===== config.mk =====
export PLATFORM = sky130hd
export DESIGN_NAME = sin_sweep_ctrl_flat
export DESIGN_NICKNAME = d
export VERILOG_FILES = /design/src/rtl/sin_src_pkg.sv /design/src/rtl/sin_sweep_ctrl_if.sv /design/src/rtl/sin_dwell_cnt.sv /design/src/rtl/sin_sweep_ctrl.sv /design/src/flat_wrapper.sv
export SDC_FILE = /design/constraint.sdc
export NUM_CORES = 1
export LEC_CHECK = 0
export ABC_CLOCK_PERIOD_IN_PS = 4000
export CAP_MARGIN = 15
export CORE_UTILIZATION = 30
export DETAILED_ROUTE_END_ITERATION = 10
export PLACE_DENSITY = 0.55
export SYNTH_ARGS = -nofsm -noshare
export SYNTH_HDL_FRONTEND = slang
export SYNTH_HIERARCHICAL = 1
export SYNTH_SLANG_ARGS = --single-unit

===== constraint.sdc =====
create_clock -name clk -period 4 [get_ports clk]
set_input_delay 0.6 -clock clk [delete_from_list [all_inputs] [get_ports clk]]
set_output_delay 0.6 -clock clk [all_outputs]
set_load 0.05 [all_outputs]

===== src/rtl/sin_src_pkg.sv =====
// rtl/sin_src_pkg.sv - shared types, default widths and frequency arithmetic for the sine sweep
package sin_src_pkg;

    localparam int FREQ_W_DEF  = 16;
    localparam int AMP_W_DEF   = 12;
    localparam int DWELL_W_DEF = 16;
    localparam int NSTEP_W_DEF = 8;

    typedef enum logic [1:0] {
        IDLE,
        LOAD,
        DWELL,
        FINISH
    } sweep_state_e;

    // Saturates at all-ones so a sweep past the top of the code range never wraps.
    function automatic logic [FREQ_W_DEF-1:0] sat_add_freq(
        input logic [FREQ_W_DEF-1:0] a,
        input logic [FREQ_W_DEF-1:0] b
    );
        logic [FREQ_W_DEF:0] sum;
        sum = {1'b0, a} + {1'b0, b};
        return sum[FREQ_W_DEF] ? {FREQ_W_DEF{1'b1}} : sum[FREQ_W_DEF-1:0];
    endfunction

endpackage


===== src/rtl/sin_sweep_ctrl_if.sv =====
// rtl/sin_sweep_ctrl_if.sv - configuration update channel from the sweep controller to the sine source
interface sin_sweep_ctrl_if #(
    parameter int FREQ_W = sin_src_pkg::FREQ_W_DEF,
    parameter int AMP_W  = sin_src_pkg::AMP_W_DEF
);
    logic [FREQ_W-1:0] src_freq;
    logic [AMP_W-1:0]  src_amp;
    logic              src_en;
    logic              src_upd_valid;
    logic              src_upd_ack;

    modport master (
        output src_freq,
        output src_amp,
        output src_en,
        output src_upd_valid,
        input  src_upd_ack
    );

    modport slave (
        input  src_freq,
        input  src_amp,
        input  src_en,
        input  src_upd_valid,
        output src_upd_ack
    );
endinterface


===== src/rtl/sin_dwell_cnt.sv =====
// rtl/sin_dwell_cnt.sv - loadable down-counter timing the per-tone dwell
module sin_dwell_cnt #(
    parameter int W = 16
) (
    input  logic         clk,
    input  logic         rst_n,
    input  logic         load_i,
    input  logic [W-1:0] value_i,
    output logic         expired_o
);
    logic [W-1:0] cnt_q;
    logic [W-1:0] cnt_d;

    always_comb begin
        cnt_d = cnt_q;
        if (load_i) begin
            cnt_d = value_i;
        end else if (cnt_q != '0) begin
            cnt_d = cnt_q - W'(1);
        end
    end

    always_ff @(posedge clk or negedge rst_n) begin
        if (!rst_n) begin
            cnt_q <= '0;
        end else begin
            cnt_q <= cnt_d;
        end
    end

    assign expired_o = (cnt_q == '0);
endmodule


===== src/rtl/sin_sweep_ctrl.sv =====
// rtl/sin_sweep_ctrl.sv - stepped frequency sweep sequencer for the sine source configuration port
module sin_sweep_ctrl
    import sin_src_pkg::*;
#(
    parameter int FREQ_W  = FREQ_W_DEF,
    parameter int AMP_W   = AMP_W_DEF,
    parameter int DWELL_W = DWELL_W_DEF,
    parameter int NSTEP_W = NSTEP_W_DEF
) (
    input  logic               clk,
    input  logic               rst_n,
    input  logic               start,
    input  logic               abort,
    input  logic [FREQ_W-1:0]  cfg_f_start,
    input  logic [FREQ_W-1:0]  cfg_f_step,
    input  logic [NSTEP_W-1:0] cfg_n_steps,
    input  logic [DWELL_W-1:0] cfg_dwell,
    input  logic [AMP_W-1:0]   cfg_amp,
    sin_sweep_ctrl_if.master   src,
    output logic [NSTEP_W-1:0] step_idx,
    output logic               busy,
    output logic               done
);
    sweep_state_e       state_q, state_d;
    logic [FREQ_W-1:0]  freq_q, freq_d;
    logic [AMP_W-1:0]   amp_q, amp_d;
    logic [NSTEP_W-1:0] step_q, step_d;
    logic [FREQ_W-1:0]  f_step_q, f_step_d;
    logic [NSTEP_W-1:0] n_last_q, n_last_d;
    logic [DWELL_W-1:0] dwell_q, dwell_d;
    logic               abort_q, abort_d;
    logic               cnt_load;
    logic               cnt_expired;

    sin_dwell_cnt #(.W(DWELL_W)) u_dwell_cnt (
        .clk       (clk),
        .rst_n     (rst_n),
        .load_i    (cnt_load),
        .value_i   (dwell_q - DWELL_W'(1)),
        .expired_o (cnt_expired)
    );

    always_comb begin
        state_d  = state_q;
        freq_d   = freq_q;
        amp_d    = amp_q;
        step_d   = step_q;
        f_step_d = f_step_q;
        n_last_d = n_last_q;
        dwell_d  = dwell_q;
        abort_d  = abort_q;
        cnt_load = 1'b0;
        case (state_q)
            IDLE: begin
                if (start) begin
                    state_d  = LOAD;
                    freq_d   = cfg_f_start;
                    amp_d    = cfg_amp;
                    step_d   = '0;
                    f_step_d = cfg_f_step;
                    n_last_d = (cfg_n_steps == '0) ? '0 : cfg_n_steps - NSTEP_W'(1);
                    dwell_d  = (cfg_dwell == '0) ? DWELL_W'(1) : cfg_dwell;
                    abort_d  = 1'b0;
                end
            end
            LOAD: begin
                // valid may not drop mid-handshake, so an abort here waits for the transfer
                if (abort) begin
                    abort_d = 1'b1;
                end
                if (src.src_upd_ack) begin
                    abort_d = 1'b0;
                    if (abort || abort_q) begin
                        state_d = IDLE;
                    end else begin
                        state_d  = DWELL;
                        cnt_load = 1'b1;
                    end
                end
            end
            DWELL: begin
                if (abort) begin
                    state_d = IDLE;
                end else if (cnt_expired) begin
                    if (step_q == n_last_q) begin
                        state_d = FINISH;
                    end else begin
                        state_d = LOAD;
                        step_d  = step_q + NSTEP_W'(1);
                        freq_d  = sat_add_freq(freq_q, f_step_q);
                    end
                end
            end
            FINISH: begin
                state_d = IDLE;
            end
            default: begin
                state_d = IDLE;
            end
        endcase
    end

    always_ff @(posedge clk or negedge rst_n) begin
        if (!rst_n) begin
            state_q  <= IDLE;
            freq_q   <= '0;
            amp_q    <= '0;
            step_q   <= '0;
            f_step_q <= '0;
            n_last_q <= '0;
            dwell_q  <= '0;
            abort_q  <= 1'b0;
        end else begin
            state_q  <= state_d;
            freq_q   <= freq_d;
            amp_q    <= amp_d;
            step_q   <= step_d;
            f_step_q <= f_step_d;
            n_last_q <= n_last_d;
            dwell_q  <= dwell_d;
            abort_q  <= abort_d;
        end
    end

    assign src.src_freq      = freq_q;
    assign src.src_amp       = amp_q;
    assign src.src_en        = (state_q == LOAD) || (state_q == DWELL);
    assign src.src_upd_valid = (state_q == LOAD);
    assign step_idx          = step_q;
    assign busy              = (state_q != IDLE);
    assign done              = (state_q == FINISH) && !abort;
endmodule

===== src/flat_wrapper.sv =====
// flat-port wrapper written by rule: the top's interface ports become plain ports
module sin_sweep_ctrl_flat import sin_src_pkg::*;
#(
    parameter int FREQ_W  = FREQ_W_DEF,
    parameter int AMP_W   = AMP_W_DEF,
    parameter int DWELL_W = DWELL_W_DEF,
    parameter int NSTEP_W = NSTEP_W_DEF
)
  (clk, rst_n, start, abort, cfg_f_start, cfg_f_step, cfg_n_steps, cfg_dwell, cfg_amp, step_idx, busy, done, src_src_freq, src_src_amp, src_src_en, src_src_upd_valid, src_src_upd_ack);
  sin_sweep_ctrl_if #(.FREQ_W(FREQ_W), .AMP_W(AMP_W)) src_i ();
  input  logic clk;
  input  logic rst_n;
  input  logic start;
  input  logic abort;
  input  logic [FREQ_W-1:0] cfg_f_start;
  input  logic [FREQ_W-1:0] cfg_f_step;
  input  logic [NSTEP_W-1:0] cfg_n_steps;
  input  logic [DWELL_W-1:0] cfg_dwell;
  input  logic [AMP_W-1:0] cfg_amp;
  output logic [NSTEP_W-1:0] step_idx;
  output logic busy;
  output logic done;
  output wire logic [$bits(src_i.src_freq)-1:0] src_src_freq;
  output wire logic [$bits(src_i.src_amp)-1:0] src_src_amp;
  output wire logic [$bits(src_i.src_en)-1:0] src_src_en;
  output wire logic [$bits(src_i.src_upd_valid)-1:0] src_src_upd_valid;
  input wire logic [$bits(src_i.src_upd_ack)-1:0] src_src_upd_ack;
  assign src_src_freq = src_i.src_freq;
  assign src_src_amp = src_i.src_amp;
  assign src_src_en = src_i.src_en;
  assign src_src_upd_valid = src_i.src_upd_valid;
  assign src_i.src_upd_ack = src_src_upd_ack;
  sin_sweep_ctrl #(.FREQ_W(FREQ_W), .AMP_W(AMP_W), .DWELL_W(DWELL_W), .NSTEP_W(NSTEP_W)) u_core (.clk(clk), .rst_n(rst_n), .start(start), .abort(abort), .cfg_f_start(cfg_f_start), .cfg_f_step(cfg_f_step), .cfg_n_steps(cfg_n_steps), .cfg_dwell(cfg_dwell), .cfg_amp(cfg_amp), .src(src_i), .step_idx(step_idx), .busy(busy), .done(done));
endmodule

==> Yosys cells after proc, flatten, opt, wreduce, memory -nomap -nowiden <==
Index checks and enable logic that the tools add are counted.
{ "op_classes": {"addsub": 5, "mul": 0, "div_mod_pow": 0, "order_cmp": 0, "n_eq_ne": 11, "n_shift": 0, "muxes": 29, "bitwise": 0, "n_reduce_logical": 17} }
{ "op_table": {"columns": ["cell", "n"], "rows": [
  ["$mux W16", 8],
  ["$mux W8", 5],
  ["$logic_not A16 Y1", 2],
  ["$pmux W16 S2", 1],
  ["$sub A16 B1 Y16 const B", 2],
  ["$add A16 B16 Y17", 1],
  ["$pmux W8 S2", 1],
  ["$reduce_bool A16 Y1", 1],
  ["$mux W2", 6],
  ["$add A8 B1 Y8 const B", 1],
  ["$eq A8 B8 Y1", 1],
  ["$logic_not A8 Y1", 1],
  ["$pmux W2 S4", 1],
  ["$reduce_bool A2 Y1", 4],
  ["$sub A8 B1 Y8 const B", 1],
  ["$mux W1", 6],
  ["$ne A2 B2 Y1 const B", 3],
  ["$ne A3 B2 Y1 const B", 2],
  ["$reduce_and A3 Y1", 2],
  ["$reduce_and A5 Y1", 1],
  ["$eq A2 B2 Y1 const B", 2],
  ["$ne A2 B1 Y1 const B", 2],
  ["$eq A2 B1 Y1 const B", 1],
  ["$logic_not A2 Y1", 1],
  ["5 further kinds", 6]
]} }
{ "word_totals": {"ff_bits": 95, "latch_bits": 0, "ramBits": 0, "romBits": 0, "inputBits": 73, "out_inout_bits": 40, "elab_cells": 71, "n_memories": 0} }

==> Logic depth before layout (Yosys ltp) <==
Gate-level depths: netlist of the first run.
{ "depth": {"word_depth": 6, "depth_mapped": 11, "ltp_nobuf": 9} }

==> Modules after synthesis <==
Netlist of the first run, hierarchy kept.
{ "by_module_without_submodules": {"columns": ["module", "n_inst", "cells_per_inst", "area_each_um2", "seq_area_each_um2"], "rows": [
  ["sin_sweep_ctrl", 1, 434, 4494.3, 1976.9],
  ["sin_dwell_cnt", 1, 104, 1006.0, 400.4]
]} }

==> Least setup slack after synthesis of the first run <==
OpenSTA, ideal clock, no wires.
{ "synth_timing": {"kind": "register to register", "start": "reg u_core.freq_q[0], in the netlist u_core/src.src_freq[0]", "end": "reg u_core.freq_q[14], in the netlist u_core/src.src_freq[14]", "setup_time_ps": 123, "arrival_ps": 2609, "required_time_ps": 3877, "slack_ps": 1269, "path_stages_with_launch": 10, "path_buffers": 0, "period_less_slack_ps": 2731, "path_cell_list": "dfrtp_1 -> ha_1 -> fa_1 -> a21o_1 -> a221oi_4 -> o21ai_2 -> a211oi_2 -> o21ai_2 -> nand2b_4 -> o221a_2"} }
{ "synth_between": {"elab_chain_len": 6} }
{ "synth_lines": {"columns": ["element", "line", "source"], "rows": [
  ["from (decl)", "sin_sweep_ctrl.sv:25", "logic [FREQ_W-1:0] freq_q, freq_d;"],
  ["from (signal assigned)", "sin_sweep_ctrl.sv:115", "freq_q <= freq_d;"],
  ["$add A16 B16 Y17", "sin_src_pkg.sv:22", "sum = {1'b0, a} + {1'b0, b};"],
  ["$mux W16", "sin_src_pkg.sv:23", "return sum[FREQ_W_DEF] ? {FREQ_W_DEF{1'b1}} : sum[FREQ_W_DEF-1:0];"],
  ["$mux W16", "sin_sweep_ctrl.sv:85", "if (step_q == n_last_q) begin"],
  ["$mux W16", "sin_sweep_ctrl.sv:84", "end else if (cnt_expired) begin"],
  ["$mux W16", "sin_sweep_ctrl.sv:82", "if (abort) begin"],
  ["$pmux W16 S2", "sin_sweep_ctrl.sv:53", "case (state_q)"]
]} }
Every way passes these cells. The select of a mux whose other input is x is not followed.
A chain may end at the register's enable or synchronous reset.

==> Worst setup path in the final report of the first run <==
{ "layout_timing": {"start": "reg u_core.u_dwell_cnt.cnt_q[0]", "end": "reg u_core.freq_q[13], in the netlist u_core/src.src_freq[13]"} }
{ "layout_between": {"elab_chain_len": 3} }
{ "layout_lines": {"columns": ["element", "line", "source"], "rows": [
  ["from (decl)", "sin_dwell_cnt.sv:11", "logic [W-1:0] cnt_q;"],
  ["from (signal assigned)", "sin_dwell_cnt.sv:27", "cnt_q <= cnt_d;"],
  ["$logic_not A16 Y1", "sin_dwell_cnt.sv:31", "assign expired_o = (cnt_q == '0);"],
  ["named net u_core.cnt_expired", "sin_sweep_ctrl.sv:33", "logic cnt_expired;"],
  ["$ne A2 B1 Y1 (no source line)", null, null],
  ["$reduce_and A5 Y1 (no source line)", null, null]
]} }
The timed path passes the listed nets, and every way through them passes these cells.

==> key figures, run 1 <==
Timing
  • Period utilization: 0.715
  • # setup viols final: 0
  • Fmax: 0.350 GHz
  • Setup TNS: 0 ns
  • Final Critical Period: 2.86 ns
  • Max Slew Vio Count: 0
  • RSZ-0062 raised after global routing: false
  • Slew headroom: 0.473
  • Slew @ Worst Pin: 0.784 ns
  • Worst Skew: 0.0141 ns
  • Final hold vios: 0

Route
  • Vias: 4413
  • Remaining DRCs: 0
  • Drt first pass iters: 6
  • Final WL: 14.1 mm
  • WL/cell: 16.0 microns
  • Post-DRT Antenna Nets: 0
  • DRT iter0 DRCs: 320
  • DR vias/cell: 5.00

Floorplanning
  • Rows: 49
  • Initial Util: 0.306
  • Die width: 137 microns
  • I/O pins: 113
  • Die H: 137 microns
  • CORE AREA: 18000 sq um
  • DIE AREA: 18900 sq um

Synth
  • Main synth FF type: dfrtp_1
  • #FFs+latches synth: 95
  • Cells after Synth: 538
  • Post-synthesis sequential area ratio: 0.432
  • Post-synth top area cell: dfrtp_1
  • Yosys top cell area share: 0.432
  • Ranking of synthesized cells by area: dfrtp_1, mux2_2, ha_1
  • Synth warn: 6
  • Post-synth EDFFs: 0
  • Most common cell in the netlist: dfrtp_1
  • Average size of a mapped cell: 10.2 sq um
  • Cell Area, Synth: 5500 sq um
  • Top post-synthesis cells by count: dfrtp_1, nand2_1, mux2_2, o21ai_0
  • Fraction of registers with async set/reset: 1.00
  • Post-Syn Nets: 636
  • Unique masters post-synth: 66

Power
  • Leakage: 2.96 nW
  • Peak supply drop: 0.000377 V
  • Power Density: 894 nW/um^2

Job
  • Max_cap viols: 0

Min path
  • HP Class: in -> async

Critical path
  • Worst setup EP type: register
  • CP max-delay cell: or2_1
  • Critical path required time: 4.25 ns
  • CP Launch Type: register
  • Worst EP arrival: 3.11 ns
  • Crit path max fanout: 24
  • Crit path largest cell delay: 0.52 ns
  • Kind of critical path: reg -> reg
  • Cell Chain, Critical Path: inv_1 > ha_1 > nor3b_4 > nand3_2 > nor2_1 > a32oi_1 > or2_1 > or3_1 > o221a_1

Placement
  • Instance area at placement: 6870 sq um
  • IO buf count: 112
  • Routability congestion estimate: 0.865
  • DP HPWL: 10.3 mm

Global route
  • Global-route wire length before repair: 22.8 mm
  • GRT overflow: 0
  • Number of global-route vias before repair: 4462
  • Largest net degree at the start of global routing: 56
  • GRT Total Usage: 0.156
  • Antenna violations before repair: 0

Clock tree
  • H-tree Lvls: 3
  • Total setup buffers inserted after CTS: 0
  • CTS root buffer: clkbuf_16
  • Clk slew on worst S/H paths: 0.08 ns
  • CTS tree: done
  • Clk Latency, worst-skew pair: 0.36 ns
  • Post-cts resize count: 0
  • Maximum clock path buffer count: 2
  • CTS Hold Bufs: 0
  • TritonCTS Buffers: 9
  • CTS sink cnt: 95

Finish
  • Nets: 746
  • Share of cells above drive strength 1: 0.130
  • Final instance area: 7180 sq um
  • Fillers: 1773
  • Final core occ: 0.400
  • Synth-to-layout area growth: 30.5%
  • N_diodes: 0

Status
  • Status: completed
-- area by class of cell --
cell class              count  area, sq um  area share
clock inverters             7         87.6      0.0122
well taps                 229          287      0.0399
multi-input cells         406         2960       0.413
repair buffers            120         1180       0.164
inverters                  16         60.1     0.00837
flip-flops and latches     95         2380       0.331
clock buffers               9          225      0.0314
-- sequential cells by signal, summed over array words and instances, names as in the netlist --
signal	count
u_core/state_q	2
u_core/u_dwell_cnt/cnt_q	16
u_core/src.src_amp	12
u_core/dwell_q	16
u_core/f_step_q	16
u_core/step_idx	8
u_core/src.src_freq	16
u_core/abort_q	1
u_core/n_last_q	8
-- path summary, 6_finish.rpt --
| path | start | to | slack [ns] | cells past startpoint |
|---|---|---|---|---|
| max in group asynchronous | rst_n | u_core/abort_q | 2.90 | 2 |
| hold reg to reg | u_core/src.src_amp[2] | u_core/src.src_amp[2] | 0.51 | 1 |
| hold / removal | rst_n | u_core/src.src_amp[0] | 0.30 | 1 |
| setup / recovery | u_core/u_dwell_cnt/cnt_q[0] | u_core/src.src_freq[13] | 1.14 | 9 |
| min in group clk | u_core/src.src_amp[2] | u_core/src.src_amp[2] | 0.51 | 1 |
| setup reg to reg | u_core/u_dwell_cnt/cnt_q[0] | u_core/src.src_freq[13] | 1.14 | 9 |
-- through the flow --
| step | instances | hold slack, ns | power, mW | setup slack (ns) |
|---|---|---|---|---|
| 5_1_grt | 882 | 0.381 | 6.88 | 0.927 |
| 3_3_place_gp | 866 | 0.491 | 5.43 | 1.18 |
| 3_5_place_dp | 866 | 0.494 | 5.50 | 1.14 |
| 6_report | 882 | 0.299 | 6.41 | 1.14 |
| 4_1_cts | 882 | 0.343 | 6.47 | 1.15 |
| 2_1_floorplan | 538 | 0.304 | 4.52 | 1.27 |
-- cells by family after synthesis --
group / count (synthesis) / synth area share
adders and majority gates: 25 / 0.0582
buffers and inverters: 37 / 0.0305
muxes: 45 / 0.0917
xor gates and xnor gates: 46 / 0.0732
and+or+nand+nor: 164 / 0.161
DFF: 95 / 0.432
AOI/OAI and AO/OA: 126 / 0.154
-- power breakdown --
| part | internal (mW) | total, mW | leakage (nW) | switching, mW |
|---|---|---|---|---|
| clock network | 0.501 | 0.933 | 0.148 | 0.433 |
| logic | 1.57 | 3.65 | 1.67 | 2.08 |
| registers | 1.42 | 1.83 | 1.14 | 0.414 |
| total | 3.49 | 6.41 | 2.96 | 2.93 |
-- routing by layer --
metal,share of wire,vias to the layer above,GRT usage
li1,-,2175,-
met1,0.47,2137,0.206
met2,0.48,90,0.253
met3,0.039,11,0.0324
met4,0.012,0,0.0543
met5,0,-,0
-- cells in the final DEF (no fill, tap or decap), types with 21 or more instances in the layout --
cell type and count:
nor2_1 24, xnor2_1 24, dfrtp_1 95, nand2_1 49
xor2_1 22, o21ai_0 41, clkdlybuf4s50_1 111, a21oi_1 21
mux2_2 43, ha_1 24
-- critical path, delay by kind of cell, from the launching register on --
| kind | cells | cell delay, ns |
|---|---|---|
| compound gates | 2 | 0.28 |
| simple gates | 5 | 1.76 |
| flops | 1 | 0.42 |
| buf+inv | 1 | 0.09 |
| fa+ha+maj | 1 | 0.18 |
Note: power is estimated with default switching activity, not from simulation.
==> run 2: changes to the inputs <==
ABC_CLOCK_PERIOD_IN_PS = 2480   (was 4000)
PLACE_DENSITY = 0.56   (was 0.55)
clock period = 2.48 ns   (was 4 ns; I/O delays follow)
==> key figures, run 2 (synthesis gave the netlist of run 1 again) <==
Finish
  • Commonest non-fill, non-tap cell in the layout: clkdlybuf4s50_1
  • Fillers: 1712 (-3.4%)
  • Nets: 768 (+2.9%)
  • Share of cells above drive strength 1: 0.164 (+0.0343)
  • Commonest non-fill, non-tap cells in the layout: clkdlybuf4s50_1, dfrtp_1, nand2_1
  • N_diodes: 0 (unchanged)
  • Synth-to-layout area growth: 34.7%

Critical path
  • Worst EP arrival: 2.66 ns (-0.45 ns)
  • Most frequent cell on the critical path: o21ai_2
  • Worst setup EP type: register
  • Critical path required time: 2.71 ns (-1.54 ns)
  • Crit path largest cell delay: 0.41 ns (-0.11 ns)
  • Kind of critical path: reg -> reg
  • CP max-delay cell: dfrtp_1
  • Cell Chain, Critical Path: ha_4 > fa_2 > a21o_1 > a221oi_4 > o21ai_2 > a211oi_2 > o21ai_2 > nand2b_4 > o221a_1
  • CP Launch Type: register
  • Crit path max fanout: 5 (-79%)

Timing
  • # setup viols final: 0 (unchanged)
  • Worst Skew: 0.00936 ns (-0.00474 ns)
  • Final Critical Period: 2.44 ns (-0.422 ns)
  • Final hold vios: 0 (unchanged)
  • Period utilization: 0.982 (+0.268)
  • Fmax: 0.410 GHz (+17%)
  • Slew @ Worst Pin: 0.777 ns (-0.00736 ns)
  • RSZ-0062 raised after global routing: true
  • Max Slew Vio Count: 0 (unchanged)
  • Final setup margin: 0.0434 ns (-1.10 ns)
  • Slew headroom: 0.478 (+0.00495)

Global route
  • Number of global-route vias before repair: 4711 (+5.6%)
  • Antenna violations before repair: 0 (unchanged)
  • GRT Total Usage: 0.160 (+0.00411)
  • GRT overflow: 0 (unchanged)
  • Global-route wire length before repair: 23.3 mm (+2.2%)
  • Largest net degree at the start of global routing: 50 (-11%)

Floorplanning
  • Initial Util: 0.306 (unchanged)
  • Rows: 49 (unchanged)
  • Die H: 137 microns (unchanged)
  • Die width: 137 microns (unchanged)
  • DIE AREA: 18900 sq um (unchanged)
  • CORE AREA: 18000 sq um (unchanged)
  • I/O pins: 113 (unchanged)

Placement
  • DP HPWL: 10.7 mm (+4.0%)
  • Place WS: 0.0589 ns (-1.09 ns)
  • Routability congestion estimate: 0.902 (+4.3%)
  • IO buf count: 112 (unchanged)

Clock tree
  • CTS Hold Bufs: 0 (unchanged)
  • Maximum clock path buffer count: 2 (unchanged)
  • H-tree Lvls: 3 (unchanged)
  • Clk slew on worst S/H paths: 0.07 ns (about the same)
  • Clk Latency, worst-skew pair: 0.34 ns (-0.02 ns)
  • TritonCTS Buffers: 9 (unchanged)
  • CTS root buffer: clkbuf_16
  • CTS tree: done
  • CTS sink cnt: 95 (unchanged)

Route
  • Remaining DRCs: 0 (unchanged)
  • DRT iter0 DRCs: 273 (-15%)
  • Final WL: 14.4 mm (+2.0%)
  • Vias: 4536 (+2.8%)
  • DR vias/cell: 5.02 (+0.29%)
  • Post-DRT Antenna Nets: 0 (unchanged)
  • WL/cell: 15.9 microns (-0.44%)
  • Drt first pass iters: 4 (-2)

Min path
  • HP Class: in -> async

Job
  • Max_cap viols: 0 (unchanged)

Power
  • Peak supply drop: 0.000708 V (+88%)
  • Power Density: 1430 nW/um^2 (+60%)
  • Total Power: 10.6 mW (+65%)
  • Leakage: 3.09 nW (+4.6%)

Status
  • Status: completed
==> run 2: cell types whose count changed in the layout (fill, tap and decap cells not counted), sizes merged <==
cell,previous run,this run
buf,9,33
clkbuf,9,14
clkdlybuf4s50,111,108
clkinvlp,2,1
dlymetal6s2s,0,1
inv,20,16
==> run 2: metal layers <==
layer	up-vias	global-route usage	wire, microns
li1	2211	-	-
met3	15	0.0346	623
met2	90	0.272	7160
met4	0	0.0549	212
met1	2220	0.201	6380
met5	-	0	0
==> run 2: layout make-up <==
cell class	count	area [sq um]	area share
Multi-Input combinational cell	406	2990	0.403
Sequential cell	95	2380	0.321
Timing Repair Buffer	142	1380	0.187
Tap cell	229	287	0.0387
Clock buffer	14	274	0.0370
Inverter	16	60.1	0.00811
Clock inverter	2	37.5	0.00507
==> run 2: power breakdown <==
group | switching (mW) | internal [mW] | leakage, nW
logic | 3.46 | 2.74 | 1.80
clock network | 0.588 | 0.866 | 0.149
registers | 0.659 | 2.29 | 1.14
total | 4.70 | 5.90 | 3.09
==> run 2: final timing paths <==
path	start	slack, ns	end	depth (start not counted)
max reg2reg	u_core/f_step_q[0]	0.04	u_core/src.src_freq[7]	9
min in group clk	u_core/src.src_amp[0]	0.50	u_core/src.src_amp[0]	1
min reg2reg	u_core/src.src_amp[0]	0.50	u_core/src.src_amp[0]	1
max in group asynchronous	rst_n	1.74	u_core/f_step_q[15]	2
max	u_core/f_step_q[0]	0.04	u_core/src.src_freq[7]	9
min	rst_n	0.05	u_core/dwell_q[5]	1
==> run 2: timing repair <==
item	in CTS	in global routing
resized for setup	0	7
setup endpoints to repair	0	19
buffers inserted	0	3
==> run 2: stage by stage <==
stage | std cells | area, sq um | hold WS, ns | setup TNS, ns | util
final | 904 | 7410 | 0.0538 | 0 | 0.412
after global routing | 904 | 7410 | 0.105 | -0.656 | 0.412
after CTS | 900 | 7360 | 0.0721 | 0 | 0.410
after detailed placement | 884 | 7050 | 0.446 | 0 | 0.392
after global placement | 884 | 7050 | 0.455 | 0 | 0.392
after floorplan | 538 | 5520 | 0.0764 | -0.0216 | -
==> run 2: worst max-delay path: cells and delay by family, from the launching register on <==
kind / cells / cell delay [ns]
compound gates: 6 / 1.22
fa+ha+maj: 2 / 0.52
flops: 1 / 0.41
simple gates: 1 / 0.18
==> run 3: changes to the inputs <==
SLEW_MARGIN = 5   (was default)
==> results of run 3 <==
The final DEF is identical to that of run 2; final timing and power are the same.
